==> config.mk <==
export PLATFORM = sky130hd
export DESIGN_NAME = sdff_rr_arbiter_flat
export DESIGN_NICKNAME = d
export VERILOG_FILES = /design/src/rtl/sdff_rr_arbiter_if.sv /design/src/rtl/sdff_rr_arbiter.sv /design/src/flat_wrapper.sv
export SDC_FILE = /design/constraint.sdc
export NUM_CORES = 1
export LEC_CHECK = 0
export BUFFER_PORTS_ARGS = -buffer_cell sky130_fd_sc_hd__buf_2
export CORE_MARGIN = 2
export CORE_UTILIZATION = 30
export CTS_CLUSTER_DIAMETER = 40
export DETAILED_ROUTE_END_ITERATION = 7
export PLACE_DENSITY = 0.53
export SKIP_LAST_GASP = 1
export SYNTH_ARGS = -nofsm -noshare
export SYNTH_HDL_FRONTEND = slang
export SYNTH_SLANG_ARGS = --single-unit
==> constraint.sdc <==
create_clock -name clk -period 2.4 [get_ports clk]
set_clock_uncertainty 0.2 [all_clocks]
set_input_delay 0.6 -clock clk [delete_from_list [all_inputs] [get_ports clk]]
set_output_delay 0.6 -clock clk [all_outputs]
set_load 0.03 [all_outputs]
==> src/rtl/sdff_rr_arbiter_if.sv <==
// Handshake bundle between the requesters and the round-robin write arbiter.
// Requesters drive req/wdata/clr; the arbiter returns grant, owner and the shared register.
interface sdff_rr_arbiter_if #(
  parameter int N_REQ = 4,
  parameter int WIDTH = 2
);
  logic [N_REQ-1:0]         req;
  logic [N_REQ*WIDTH-1:0]   wdata;
  logic [N_REQ-1:0]         clr;
  logic [N_REQ-1:0]         gnt;
  logic [$clog2(N_REQ)-1:0] owner;
  logic [WIDTH-1:0]         q;
  logic                     q_vld;

  modport master (output req, wdata, clr, input gnt, owner, q, q_vld);
  modport slave  (input req, wdata, clr, output gnt, owner, q, q_vld);
endinterface

==> src/rtl/sdff_rr_arbiter.sv <==
// Round-robin arbiter sharing one sync-reset register; grant 1 cycle after req, first write the cycle after.
// Tenure capped at MAX_HOLD writes under contention; handoff is back-to-back with no idle cycle.
module sdff_rr_arbiter #(
  parameter int N_REQ    = 4,
  parameter int WIDTH    = 2,
  parameter int MAX_HOLD = 4
) (
  input  logic              clk,
  input  logic              srst,
  sdff_rr_arbiter_if.slave  bus
);
  localparam int OW = $clog2(N_REQ);
  localparam int HW = $clog2(MAX_HOLD + 1);

  typedef enum logic {IDLE, BUSY} state_t;

  state_t            state, state_n;
  logic [N_REQ-1:0]  gnt, gnt_n;
  logic [OW-1:0]     owner, owner_n;
  logic [OW-1:0]     last, last_n;
  logic [HW-1:0]     hold_cnt, hold_n;
  logic [WIDTH-1:0]  q, q_n;
  logic              q_vld, q_vld_n;

  logic              own_req;
  logic              release_now;
  logic [N_REQ-1:0]  others;

  // First set bit of m scanning ptr+1, ptr+2, ... with wraparound.
  function automatic logic [OW-1:0] pick(input logic [N_REQ-1:0] m, input logic [OW-1:0] ptr);
    logic          found;
    logic [OW-1:0] idx;
    pick  = ptr;
    found = 1'b0;
    for (int k = 1; k <= N_REQ; k++) begin
      idx = OW'((int'(ptr) + k) % N_REQ);
      if (!found && m[idx]) begin
        pick  = idx;
        found = 1'b1;
      end
    end
  endfunction

  function automatic logic [N_REQ-1:0] onehot(input logic [OW-1:0] w);
    onehot    = '0;
    onehot[w] = 1'b1;
  endfunction

  always_ff @(posedge clk) begin
    if (srst) begin
      state    <= IDLE;
      gnt      <= '0;
      owner    <= '0;
      last     <= OW'(N_REQ - 1);
      hold_cnt <= '0;
      q        <= '0;
      q_vld    <= 1'b0;
    end else begin
      state    <= state_n;
      gnt      <= gnt_n;
      owner    <= owner_n;
      last     <= last_n;
      hold_cnt <= hold_n;
      q        <= q_n;
      q_vld    <= q_vld_n;
    end
  end

  assign own_req     = bus.req[owner];
  assign release_now = !own_req || (hold_cnt == HW'(MAX_HOLD - 1));
  assign others      = bus.req & ~onehot(owner);

  always_comb begin
    state_n = state;
    gnt_n   = gnt;
    owner_n = owner;
    last_n  = last;
    hold_n  = hold_cnt;
    q_n     = q;
    q_vld_n = q_vld;
    case (state)
      IDLE: begin
        if (|bus.req) begin
          owner_n = pick(bus.req, last);
          gnt_n   = onehot(owner_n);
          hold_n  = '0;
          state_n = BUSY;
        end
      end
      BUSY: begin
        // Only the owner's controls matter; clear wins over write.
        if (own_req) begin
          if (bus.clr[owner]) begin
            q_n     = '0;
            q_vld_n = 1'b0;
          end else begin
            q_n     = bus.wdata[int'(owner)*WIDTH +: WIDTH];
            q_vld_n = 1'b1;
          end
        end
        if (release_now) begin
          last_n = owner;
          hold_n = '0;
          if (|others) begin
            owner_n = pick(others, owner);
            gnt_n   = onehot(owner_n);
          end else if (!own_req) begin
            gnt_n   = '0;
            state_n = IDLE;
          end
        end else begin
          hold_n = hold_cnt + 1'b1;
        end
      end
      default: state_n = IDLE;
    endcase
  end

  assign bus.gnt   = gnt;
  assign bus.owner = owner;
  assign bus.q     = q;
  assign bus.q_vld = q_vld;
endmodule

==> src/flat_wrapper.sv <==
// flat-port wrapper written by rule: the top's interface ports become plain ports
module sdff_rr_arbiter_flat 
#(
  parameter int N_REQ    = 4,
  parameter int WIDTH    = 2,
  parameter int MAX_HOLD = 4
)
  (clk, srst, bus_req, bus_wdata, bus_clr, bus_gnt, bus_owner, bus_q, bus_q_vld);
  sdff_rr_arbiter_if #(.N_REQ(N_REQ), .WIDTH(WIDTH)) bus_i ();
  input  logic clk;
  input  logic srst;
  input wire logic [$bits(bus_i.req)-1:0] bus_req;
  input wire logic [$bits(bus_i.wdata)-1:0] bus_wdata;
  input wire logic [$bits(bus_i.clr)-1:0] bus_clr;
  output wire logic [$bits(bus_i.gnt)-1:0] bus_gnt;
  output wire logic [$bits(bus_i.owner)-1:0] bus_owner;
  output wire logic [$bits(bus_i.q)-1:0] bus_q;
  output wire logic [$bits(bus_i.q_vld)-1:0] bus_q_vld;
  assign bus_i.req = bus_req;
  assign bus_i.wdata = bus_wdata;
  assign bus_i.clr = bus_clr;
  assign bus_gnt = bus_i.gnt;
  assign bus_owner = bus_i.owner;
  assign bus_q = bus_i.q;
  assign bus_q_vld = bus_i.q_vld;
  sdff_rr_arbiter #(.N_REQ(N_REQ), .WIDTH(WIDTH), .MAX_HOLD(MAX_HOLD)) u_core (.clk(clk), .srst(srst), .bus(bus_i));
endmodule
==> results of run 1 <==
worst max-delay path: cells and delay by family (launching register included):
kind | cells | cell delay (ps)
and+or+nand+nor | 1 | 150
AOI/OAI and AO/OA | 3 | 690
buffers and inverters | 2 | 150
adders and majority gates | 1 | 290
DFF | 1 | 400
muxes | 1 | 340
metrics by stage:
stage | setup slack [ps] | total power [mW] | setup TNS, ps | instances | instance area [um2]
floorplan | 30.8 | 0.770 | 0 | 132 | 1190
global placement | -47.5 | 0.940 | -88.5 | 216 | 1450
detailed placement | -96.8 | 0.959 | -276 | 216 | 1450
CTS | 14.7 | 1.18 | 0 | 223 | 1520
global route | -7.28 | 1.27 | -7.28 | 225 | 1530
finish | 69.9 | 1.19 | 0 | 225 | 1530
cell usage after synthesis (2+ instances only):
| master | instances | area (um2) |
|---|---|---|
| sky130_fd_sc_hd__nor2_1 | 16 | 60.1 |
| sky130_fd_sc_hd__mux2i_1 | 3 | 30.0 |
| sky130_fd_sc_hd__nand4_1 | 2 | 12.5 |
| sky130_fd_sc_hd__ha_1 | 6 | 75.1 |
| sky130_fd_sc_hd__a21oi_1 | 9 | 45.0 |
| sky130_fd_sc_hd__nor2b_1 | 5 | 31.3 |
| sky130_fd_sc_hd__buf_6 | 2 | 22.5 |
| sky130_fd_sc_hd__nand2_1 | 11 | 41.3 |
| sky130_fd_sc_hd__a31oi_2 | 2 | 25.0 |
| sky130_fd_sc_hd__nor3_1 | 2 | 10.0 |
| sky130_fd_sc_hd__nor4b_1 | 2 | 17.5 |
| sky130_fd_sc_hd__nor3b_1 | 3 | 22.5 |
| sky130_fd_sc_hd__mux4_2 | 4 | 90.1 |
| sky130_fd_sc_hd__mux4_1 | 2 | 52.6 |
| sky130_fd_sc_hd__a22oi_1 | 2 | 15.0 |
| sky130_fd_sc_hd__a211o_1 | 2 | 17.5 |
| sky130_fd_sc_hd__dfxtp_1 | 15 | 300 |
| sky130_fd_sc_hd__nand3_1 | 3 | 15.0 |
| sky130_fd_sc_hd__o21ai_0 | 5 | 25.0 |
| sky130_fd_sc_hd__inv_1 | 10 | 37.5 |
flip-flops by register name (all words and copies together) (netlist names):
name	count
u_core.bus.gnt	4
u_core.last	2
u_core.state	1
u_core.hold_cnt	3
u_core.bus.owner	2
u_core.bus.q_vld	1
u_core.bus.q	2
metal layers:
layer	up-vias	global-route usage (%)	routed length [um]
met5	-	0	0
met4	0	6.38	22
met3	2	2.04	72
met2	18	30.1	1680
met1	555	16.9	1300
li1	577	-	-
cell type report:
type	instances	area, um2
Clock inverter	1	5.00
Multi-Input combinational cell	101	796
Timing Repair Buffer	46	280
Clock buffer	3	41.3
Fill cell	394	2150
Sequential cell	15	308
Tap cell	48	60.1
Inverter	11	43.8
path summary, 6_finish.rpt:
| check | from | to | depth (start not counted) |
|---|---|---|---|
| worst max-delay path | u_core.bus.owner[0] | u_core.bus.gnt[0] | 8 |
| worst min-delay path | u_core.bus.q[0] | u_core.bus.q[0] | 2 |
| worst max register to register | u_core.bus.owner[0] | u_core.bus.gnt[0] | 8 |
| worst min register to register | u_core.bus.q[0] | u_core.bus.q[0] | 2 |
report_power, final:
part / switching [mW] / internal (mW) / leakage [nW]
sequential: 0.0368 / 0.290 / 0.124
combinational: 0.340 / 0.314 / 0.542
clock: 0.0898 / 0.115 / 0.0255
timing repair:
action                                  CTS  global route
gates resized for setup                   0             1
endpoints found under the setup margin    2             3
setup buffers                             3             2
kinds of logic after synthesis:
kind of cell | Yosys count | share of synthesized area (%)
simple gates | 53 | 24.3
xor+xnor | 1 | 0.753
mux | 9 | 14.8
compound gates | 32 | 21.0
buf+inv | 16 | 6.88
flops | 15 | 25.8
fa+ha+maj | 6 | 6.45
==> results.txt, run 1 <==
----------------------------------------------------
[Route]
  Starting DRC count in detailed routing ... 52
  Post-detailed-route DRC marker count ... 0
  Number of antenna-violating nets in the routed design ... 0
  Routed Wire Length ... 3080 um
  DR vias ... 1,152
  Router iterations before antenna repair ... 4
  Via count normalized by instance count ... 5.12
  Average routed wire per standard cell ... 13.7 um

[Final layout]
  Antenna fix cells ... 0
  Most frequent standard cell in the layout excluding fill and tap cells ... sky130_fd_sc_hd__buf_2
  Post-layout util ... 41.6%
  Share of final-layout standard cells stronger than drive strength 1 ... 37.3%
  Area added between synthesis and finish ... 31.8%
  Leading cell types in the layout, fill and taps excluded ... 26 x sky130_fd_sc_hd__buf_2, 20 x sky130_fd_sc_hd__buf_4, 16 x sky130_fd_sc_hd__nor2_1, 13 x sky130_fd_sc_hd__dfxtp_1, 11 x sky130_fd_sc_hd__nand2_1
  # nets final ... 202

[Global route]
  Residual overflow from global routing ... 0
  Global router's overall resource usage ... 15.6%
  Initial antenna violation count ... 0
  Largest net degree at the start of global routing ... 15
  Vias in the first global route ... 1,247
  Global-route wire length before repair ... 5360 um

[Clock tree]
  Buffer depth of the longest clock path ... 2
  CTS H-tree lvls ... 1
  Number of buffers added by the clock tree synthesis step ... 3
  Number of hold buffers added after CTS ... 0
  Clock latency on the worst-skew pair ... 250 ps
  TritonCTS clock tree ... built
  Clock root buffer ... sky130_fd_sc_hd__clkbuf_8
  Reg clk slew, reported paths ... 70 ps
  Sinks on Clock Net ... 15

[Timing]
  Slew HR ... 73.4%
  Peak Freq ... 429 MHz
  Max-slew violation count ... 0
  Hold Fails Final Rpt ... 0
  Portion of the clock cycle consumed by the worst path in the final layout ... 97.1%
  Final setup violation count ... 0
  Hold Slack ... 297 ps
  RSZ-0062 raised after global routing ... yes
  Min Tclk post-route ... 2330 ps
  Measured slew at the worst slew-check pin ... 396 ps

[Setup path]
  Critical path fanouts, max ... 7
  Crit-path slowest cell ... sky130_fd_sc_hd__dfxtp_4
  Required arrival time at the worst endpoint ... 2340 ps
  Kind of critical path ... reg2reg
  Setup crit end kind ... flip-flop
  Reg-to-reg setup timing slack ... 70 ps
  Critical-path cell list ... inv_4, ha_4, mux4_2, inv_1, a21oi_1, o32a_4, nor3b_1, o221a_2
  Type of origin of the critical path ... flip-flop
  WP data arrival ... 2270 ps
  Delay of the slowest cell on the worst path ... 400 ps

[Power]
  Worst vdd ir ... 0.296 mV
  Static leakage ... 0.692 nW
  Areal power density over the cells ... 773 mW/mm2

[Worst hold path]
  Path type of the worst min-delay path ... reg2reg

[Placement]
  Half-perimeter wire length after placement ... 2400 um
  Last weighted congestion value of the routability-driven placer ... 0.768
  Port Buf Inserts ... 26

[Synth]
  Post-synthesis average cell area ... 8.82 um2
  Primary FF master, synth ... sky130_fd_sc_hd__dfxtp_1
  Proportion of synthesized flip-flops having asynchronous set or reset ... 0%
  Cell variety after synth ... 46
  Number of enable flip-flop cells after synthesis ... 0
  Total nets after synthesis ... 156
  Synth warnings ... 0
  Sequential fraction of the synthesis area ... 25.8%
  Post-synthesis sequential element count ... 15
  Cell count after synthesis ... 132
  Area of the mapped netlist ... 0.00116 mm2

[Outcome]
  Result of the run ... complete, no violations

[Floorplan]
  Total Die Area ... 0.00439 mm2
  Num rows ... 22
  Placeable core area ... 0.00369 mm2
  Die width ... 66.3 um
  Io pins ... 27
  Vertical die dimension ... 66.3 um
  Effective utilization at floorplan ... 31.5%

[Job]
  Max-cap violations ... 0

----------------------------------------------------
(Power assumes the default switching activity.)
==> run 2, diff against run 1 <==
--- a/config.mk
+++ b/config.mk
@@ -10,7 +10,6 @@
 export CORE_UTILIZATION = 30
 export CTS_CLUSTER_DIAMETER = 40
 export DETAILED_ROUTE_END_ITERATION = 7
-export PLACE_DENSITY = 0.53
 export SKIP_LAST_GASP = 1
 export SYNTH_ARGS = -nofsm -noshare
 export SYNTH_HDL_FRONTEND = slang
==> run 2 against run 1 <==
Against the previous run: setup slack worse by 6.4 ps; first-iteration DRC count is 52% lower; count of clock-buffer cells in the layout rose by 1; utilization rose by 0.31 points; maximum frequency fell by 0.28%; critical endpoint is now u_core.bus.gnt[2]; largest cell class unchanged; largest power group unchanged.
==> results.txt, run 2 (same netlist as run 1, synthesis figures left out) <==
----------------------------------------------------
[Final layout]
  Max FFs per register ... 4
  Leading cell types in the layout, fill and taps excluded ... 26 x sky130_fd_sc_hd__buf_2, 18 x sky130_fd_sc_hd__buf_4, 16 x sky130_fd_sc_hd__nor2_1, 13 x sky130_fd_sc_hd__dfxtp_1, 11 x sky130_fd_sc_hd__nand2_1
  Fill cell total of the finished layout ... 386
  Most frequent standard cell in the layout excluding fill and tap cells ... sky130_fd_sc_hd__buf_2
  Multi-input gate area in the final layout ... 803 um2
  Biggest registers after layout ... u_core.bus.gnt (4), u_core.hold_cnt (3)
  # nets final ... 201
  Post-layout util ... 41.9%
  Share of final-layout standard cells stronger than drive strength 1 ... 36.9%
  Post-route cell area ... 0.00155 mm2
  Antenna fix cells ... 0
  Area added between synthesis and finish ... 32.8%
  Sequential standard cell area ... 308 um2
  Largest Register ... u_core.bus.gnt

[Power]
  Power dissipated by switching net loads ... 0.473 mW
  Fraction of power spent switching nets ... 38.9%
  Pint ... 0.741 mW
  Clock network fraction of design power ... 17.5%
  Worst vdd ir ... 0.305 mV
  Areal power density over the cells ... 786 mW/mm2
  Proportion of power drawn by combinational gates ... 55.1%
  Static leakage ... 0.690 nW
  Share of total power in sequential cells ... 27.4%

[Setup path]
  Capture point of the critical path ... u_core.bus.gnt[2]
  Setup crit end kind ... flip-flop
  Type of origin of the critical path ... flip-flop
  Critical R2R Launch ... u_core.bus.owner[1]
  Endpoint of the most critical register-to-register path ... u_core.bus.gnt[2]
  Reg-to-reg setup timing slack ... 60 ps
  WP data arrival ... 2330 ps
  Number of cell instances on the worst register-to-register path ... 8
  Kind of critical path ... reg2reg
  Critical path fanouts, max ... 8
  Required arrival time at the worst endpoint ... 2390 ps
  Critical Path Source ... u_core.bus.owner[1]

[Clock tree]
  TritonCTS clock tree ... built
  Number of buffers added by the clock tree synthesis step ... 3
  CTS H-tree lvls ... 1
  Buffer depth of the longest clock path ... 2
  Clock root buffer ... sky130_fd_sc_hd__clkbuf_8
  Sinks on Clock Net ... 15
  Clock latency on the worst-skew pair ... 250 ps
  Reg clk slew, reported paths ... 60 ps

[Global route]
  Initial antenna violation count ... 0
  Global router's overall resource usage ... 14.8%
  Global-route wire length before repair ... 4920 um
  Vias in the first global route ... 1,127
  Residual overflow from global routing ... 0
  Largest net degree at the start of global routing ... 15

[Worst hold path]
  Launch instance of the worst min-delay path ... u_core.bus.q_vld
  Path type of the worst min-delay path ... reg2reg

[Timing]
  Slew HR ... 76.9%
  Hold Slack ... 288 ps
  Sum of negative setup slack ... 0 ps
  Hold Fails Final Rpt ... 0
  Peak Freq ... 428 MHz
  Final setup violation count ... 0
  Measured slew at the worst slew-check pin ... 344 ps
  Min Tclk post-route ... 2340 ps
  RSZ-0062 raised after global routing ... no
  Max-slew violation count ... 0
  Portion of the clock cycle consumed by the worst path in the final layout ... 97.4%

[Floorplan]
  Num rows ... 22
  Placeable core area ... 0.00369 mm2
  Total Die Area ... 0.00439 mm2
  Effective utilization at floorplan ... 31.5%
  Die width ... 66.3 um
  Vertical die dimension ... 66.3 um
  Io pins ... 27

[Placement]
  Placed instance area ... 0.00147 mm2
  Port Buf Inserts ... 26
  Last weighted congestion value of the routability-driven placer ... 0.803
  Half-perimeter wire length after placement ... 2370 um

[Route]
  Post-detailed-route DRC marker count ... 0
  Router iterations before antenna repair ... 4
  Via count normalized by instance count ... 5.10
  Starting DRC count in detailed routing ... 25
  Number of antenna-violating nets in the routed design ... 0
  DR vias ... 1,142
  Routed Wire Length ... 2950 um
  Average routed wire per standard cell ... 13.1 um

[Job]
  Max-cap violations ... 0

[Outcome]
  Result of the run ... complete, no violations

----------------------------------------------------
==> run 2: final cells by class <==
class,instances,area share (%)
clock buffer,4,2.91
tap,48,3.89
timing repair buffer,45,18.5
multi-input combinational,101,52.0
sequential,15,19.9
inverter,11,2.83
==> run 2: critical path: stages, from the launching register on <==
cell and delay [ps]:
sky130_fd_sc_hd__dfxtp_4 400, sky130_fd_sc_hd__inv_2 90, sky130_fd_sc_hd__ha_4 300, sky130_fd_sc_hd__mux4_2 340, sky130_fd_sc_hd__inv_1 70, sky130_fd_sc_hd__a21oi_1 70, sky130_fd_sc_hd__o32a_4 350, sky130_fd_sc_hd__o311a_1 310
sky130_fd_sc_hd__nor3_2 140
==> run 2: worst min-delay path by stage <==
| stage | cells after the start | to | slack, ps |
|---|---|---|---|
| 2_1_floorplan | 2 | u_core.hold_cnt[2] | 270 |
| 3_3_place_gp | 2 | u_core.bus.q[1] | 260 |
| 3_5_place_dp | 2 | u_core.bus.q_vld | 280 |
| 4_1_cts | 2 | u_core.bus.q_vld | 300 |
| 5_1_grt | 2 | u_core.bus.gnt[2] | 310 |
| 6_report | 2 | u_core.bus.q_vld | 290 |
==> run 2: power by group through the flow <==
stage / Combinational (mW) / Clock (mW) / Sequential, mW
after global placement: 0.617 / 0 / 0.339
after global routing: 0.725 / 0.231 / 0.339
final: 0.668 / 0.213 / 0.333
after detailed placement: 0.635 / 0 / 0.341
after CTS: 0.637 / 0.221 / 0.336
after floorplan: 0.392 / 0 / 0.378
==> run 2: stage by stage <==
| step | cells | power [mW] | setup slack (ps) |
|---|---|---|---|
| floorplan | 132 | 0.770 | 30.8 |
| global placement | 218 | 0.956 | -21.1 |
| detailed placement | 218 | 0.976 | -74.5 |
| CTS | 222 | 1.19 | 22.3 |
| global route | 224 | 1.29 | 2.84 |
| finish | 224 | 1.21 | 63.5 |
==> run 2: metal layers <==
metal | track usage [%] | share of wire (%) | vias to the layer above | wire length [um]
li1 | - | - | 577 | -
met3 | 2.56 | 3.3 | 7 | 98
met2 | 26.4 | 50 | 19 | 1470
met4 | 8.42 | 2.7 | 0 | 80
met1 | 16.5 | 44 | 539 | 1290
met5 | 0 | 0 | - | 0
==> run 2: what timing repair did <==
item | 4_1_cts | 5_1_grt
hold buffers | 0 | 0
resized for setup | 0 | 1
setup endpoints to repair | 0 | 4
buffers inserted | 0 | 2
